--- config.mk ---
export PLATFORM = sky130hd
export DESIGN_NAME = somador_serial
export DESIGN_NICKNAME = d
export VERILOG_FILES = /design/src/rtl/somador_pkg.sv /design/src/rtl/SomadorCompleto.sv /design/src/rtl/somador_serial.sv
export SDC_FILE = /design/constraint.sdc
export NUM_CORES = 1
export LEC_CHECK = 0
export ABC_AREA = 1
export CORE_ASPECT_RATIO = 0.7
export CORE_UTILIZATION = 40
export DETAILED_ROUTE_END_ITERATION = 10
export SYNTH_ARGS = -nofsm -noshare
export SYNTH_HDL_FRONTEND = slang
export SYNTH_HIERARCHICAL = 1
export SYNTH_SLANG_ARGS = --single-unit
--- constraint.sdc ---
create_clock -name Clk -period 2 [get_ports Clk]
set_clock_uncertainty 0.1 [all_clocks]
set_input_delay 0.4 -clock Clk [delete_from_list [all_inputs] [get_ports Clk]]
set_output_delay 0.4 -clock Clk [all_outputs]
set_load 0.01 [all_outputs]
--- src/rtl/somador_pkg.sv ---
// Shared definitions for the bit-serial adder: FSM state encoding and default width.
package somador_pkg;

    typedef enum logic [1:0] {
        IDLE  = 2'd0,
        SHIFT = 2'd1,
        DONE  = 2'd2
    } state_t;

    localparam int DEFAULT_N = 8;

endpackage

--- src/rtl/SomadorCompleto.sv ---
// One-bit full adder cell used by the serial adder datapath.
module SomadorCompleto (
    input  logic A,
    input  logic B,
    input  logic Cin,
    output logic R,
    output logic Cout
);

    assign R    = A ^ B ^ Cin;
    assign Cout = (A & B) | (Cin & (A ^ B));

endmodule

--- src/rtl/somador_serial.sv ---
// Bit-serial N-bit adder: one full-adder cell, registered carry, result after N cycles.
// Optional macro SOMADOR_SERIAL_SUB_EN adds a Sub input for A - B - Cin.
import somador_pkg::*;

module somador_serial #(
    parameter int N = DEFAULT_N
) (
    input  logic         Clk,
    input  logic         Rst,
    input  logic         Start,
    input  logic [N-1:0] A,
    input  logic [N-1:0] B,
    input  logic         Cin,
`ifdef SOMADOR_SERIAL_SUB_EN
    input  logic         Sub,
`endif
    output logic [N-1:0] R,
    output logic         Cout,
    output logic         Overflow,
    output logic         Busy,
    output logic         Done
);

    localparam int CW = (N > 1) ? $clog2(N) : 1;

    state_t         state_q, state_d;
    logic [N-1:0]   sa_q, sa_d, sb_q, sb_d, r_q, r_d;
    logic [N-2:0]   ps_q, ps_d;
    logic [CW-1:0]  cnt_q, cnt_d;
    logic           carry_q, carry_d, cout_q, cout_d, ovf_q, ovf_d;
    logic           cellSum, cellCout, load;
    logic [N-1:0]   loadB, fullSum;
    logic           loadCin;

    // Subtraction is folded into the load: invert B and the initial carry once.
`ifdef SOMADOR_SERIAL_SUB_EN
    assign loadB   = Sub ? ~B : B;
    assign loadCin = Sub ? ~Cin : Cin;
`else
    assign loadB   = B;
    assign loadCin = Cin;
`endif

    SomadorCompleto u_cell (
        .A    (sa_q[0]),
        .B    (sb_q[0]),
        .Cin  (carry_q),
        .R    (cellSum),
        .Cout (cellCout)
    );

    assign load    = Start && (state_q == IDLE || state_q == DONE);
    assign fullSum = {cellSum, ps_q};

    always_comb begin
        state_d = state_q;
        sa_d    = sa_q;
        sb_d    = sb_q;
        ps_d    = ps_q;
        cnt_d   = cnt_q;
        carry_d = carry_q;
        r_d     = r_q;
        cout_d  = cout_q;
        ovf_d   = ovf_q;
        case (state_q)
            IDLE: state_d = IDLE;
            SHIFT: begin
                sa_d    = sa_q >> 1;
                sb_d    = sb_q >> 1;
                ps_d    = fullSum[N-1:1];
                carry_d = cellCout;
                cnt_d   = cnt_q + CW'(1);
                // carry_q here is the carry into the MSB, so overflow is its XOR with carry out
                if (cnt_q == CW'(N - 1)) begin
                    r_d     = fullSum;
                    cout_d  = cellCout;
                    ovf_d   = carry_q ^ cellCout;
                    state_d = DONE;
                end
            end
            DONE:    state_d = IDLE;
            default: state_d = IDLE;
        endcase
        if (load) begin
            sa_d    = A;
            sb_d    = loadB;
            carry_d = loadCin;
            cnt_d   = '0;
            state_d = SHIFT;
        end
    end

    always_ff @(posedge Clk) begin
        if (Rst) begin
            state_q <= IDLE;
            sa_q    <= '0;
            sb_q    <= '0;
            ps_q    <= '0;
            cnt_q   <= '0;
            carry_q <= 1'b0;
            r_q     <= '0;
            cout_q  <= 1'b0;
            ovf_q   <= 1'b0;
        end else begin
            state_q <= state_d;
            sa_q    <= sa_d;
            sb_q    <= sb_d;
            ps_q    <= ps_d;
            cnt_q   <= cnt_d;
            carry_q <= carry_d;
            r_q     <= r_d;
            cout_q  <= cout_d;
            ovf_q   <= ovf_d;
        end
    end

    assign R        = r_q;
    assign Cout     = cout_q;
    assign Overflow = ovf_q;
    assign Busy     = (state_q == SHIFT);
    assign Done     = (state_q == DONE);

endmodule

==> results.md <==
* Initial antenna violation count at 0
* Net Sw Frac at 25.08%
* WS Path Type: flip-flop to primary output
* Synth-to-Final Area Change at 23.67%
* First-pass GRT wire length at 5747 um
* Ys async rst share at 0%
* VDD IR-drop max at 0.0003335 V
* Cell Pwr Density at 775.9 nW/um^2
* Share of layout cells above drive strength 1 at approximately 12%
* Post-synth top area cell: dfxtp_1
* Worst path required time at roughly 1.5 ns
* Finished Layout Cells at between 300 and 400
* Sum Neg Setup Slack at 0 ns
* EDFF count, synth at 0
* Drt total wl at 3526 um
* Synth Register Bits at 39
* Synth Cell Area at 1808 sq um
* Max clock buf depth at 2
* Antenna cells at 0
* Final HPWL DP at about 2400 um
* Post-synth net total at around 260
* Power share of the clock group at a little over a third
* Final net count at 291
* Worst rel slew slack at between 80% and 90%
* DR iter-0 viols at 55
* Hold_buf cts at 0
* Post-CTS setup buffer count at 0
* Worst skew pair latency at a little under 0.3 ns
* F_max at around 0.52 GHz
* Htree depth at 2
* Post-synth top area share at a little over two fifths
* Num CTS Buffers at 5
* Fin. max-slew vios at 0
* CTS tree: done
* Std-Cell Rows at 20
* Die ar. at 4797 sq um
* Routed vias/inst at approximately 4.6
* Syn Inst Count at 235
* DP Cell Count at 316
* Ys Warns at 6
* Final min period at between 1.5 and 2 ns
* Final Hold Viols at 0
* Logic pwr share at between 10% and 20%
* Leak at between 1 and 1.5 nW
* Arr. time, crit path at ~1.4 ns
* Critical Path Fanout Max at 8
* Global route overflow at 0
* Cell variety after synth at 26
* NetSw at 435.2 uW
* Core area at 4329 sq um
* Final period util at about 96%
* Initial core utilization at 41.76%
* Input/output buffers at 31
* Most frequent cells in the layout: nand2_1 (43), nor2_1 (38), dfxtp_1 (37), clkdlybuf4s50_1 (31), inv_1 (27)
* Max-Cap Viols at 0
* Sequential share of power at between 40% and 50%
* Number of antenna-violating nets in the routed design at 0
* Largest net degree at the start of global routing at 27
* Crit start category: flip-flop
* WHS at around 0.37 ns
* Die height at 58.25 um
* Worst-margin pin slew at between 0.2 and 0.3 ns
* Commonest non-fill, non-tap cell in the layout: nand2_1
* Vias at 1484
* Finish-stage setup viols at 0
* Crit end category: primary output
* Synth Area per Inst at slightly below 8 sq um
* Vias in the first global route at 1279
* Clk pin slew, worst setup/hold paths at roughly 0.080 ns
* Cts repair resizes at 0
* Top_reg_cell synth: dfxtp_1
* Power Internal at 1.300 mW
* Status: completed
* Clk sinks at 39
* Routability cong. at approximately 0.76
* DR WL/cell at approximately 11 um
* Root Buffer: clkbuf_8
* Synth area leaders: dfxtp_1 (43%), nand2_1 (8.9%), nor2_1 (7.9%)
* Tot GR Track Use at around 16%
* Unrepaired setup endpoints after global routing: false
* Die X at ~82 um
* Register area share after synthesis at a little over two fifths
* Register-to-Register Setup Slack at 0.54 ns
* Path type of the worst min-delay path: flip-flop to flip-flop
* Drt drc at 0
* 1st-pass router iterations at 4
* IO Pins at 32
registers in the layout (all words and copies together), names as in the netlist:
register and cells:
Cout 1, Overflow 1, R 8, carry_q 1, cnt_q 3, ps_q 7, sa_q 8, sb_q 8
state_q 2
worst max-delay path, stage by stage (launching register included):
cell             delay, ns
dfxtp_2               0.36
inv_2                 0.10
nor2_1                0.13
clkdlybuf4s50_1       0.55
final timing paths:
| kind | start | endpoint | cells after the start |
|---|---|---|---|
| setup / recovery | state_q[1] | Done | 3 |
| setup reg to reg | state_q[0] | Overflow | 6 |
| hold reg to reg | R[7] | R[7] | 2 |
| hold / removal | R[7] | R[7] | 2 |
cells in the mapped netlist (2+ instances only):
master	instances
nand2_1	43
dfxtp_1	39
nor2_1	38
inv_1	27
nand3_1	20
o21ai_0	17
a21oi_1	16
inv_2	6
buf_6	5
ha_1	2
nand2_4	2
nand2_8	2
nor2_4	2
o21ai_1	2
o21ai_2	2
xor2_1	2
cells by family (layout without fill, tap and decap cells):
logic type	Yosys count	after routing	synth area share (%)
adder cells (fa/ha/maj)	3	3	2.491
buffers and inverters	43	76	12.94
flip-flops	39	39	43.18
AND/OR/NAND/NOR	110	110	29.07
XOR/XNOR	2	2	0.9690
AO/OA/AOI/OAI	38	38	11.35
cell type report:
cell class / count / area (sq um)
clock inverter: 1 / 30.03
multi-input combinational: 153 / 793.3
clock buffer: 6 / 72.57
inverter: 34 / 135.1
fill: 430 / 2093
tap: 55 / 68.82
timing repair buffer: 35 / 352.8
sequential: 39 / 783.3
layer usage:
layer / wire length, um / vias up / global-route usage (%)
met4: 27 / 0 / 5.263
met2: 1433 / 30 / 23.26
li1: - / 795 / -
met1: 1909 / 654 / 23.19
met3: 156 / 5 / 4.724
met5: 0 / - / 0
through the flow:
step | utilization, % | area (sq um) | power [mW] | setup slack, ns
2_1_floorplan | - | 1808 | 1.055 | 0.7132
3_3_place_gp | 49.22 | 2131 | 1.119 | 0.2489
3_5_place_dp | 49.22 | 2131 | 1.122 | 0.2136
4_1_cts | 51.59 | 2233 | 1.755 | 0.009911
5_1_grt | 51.65 | 2236 | 1.833 | 0.008174
6_report | 51.65 | 2236 | 1.735 | 0.07096
power groups by stage:
stage | Sequential, mW | Combinational (mW) | Clock, mW
after global routing | 0.858 | 0.283 | 0.691
after global placement | 0.869 | 0.250 | 0
after detailed placement | 0.870 | 0.252 | 0
after CTS | 0.852 | 0.253 | 0.650
after floorplan | 0.860 | 0.195 | 0
final | 0.853 | 0.251 | 0.631
Power figures use the tool's default switching activity.
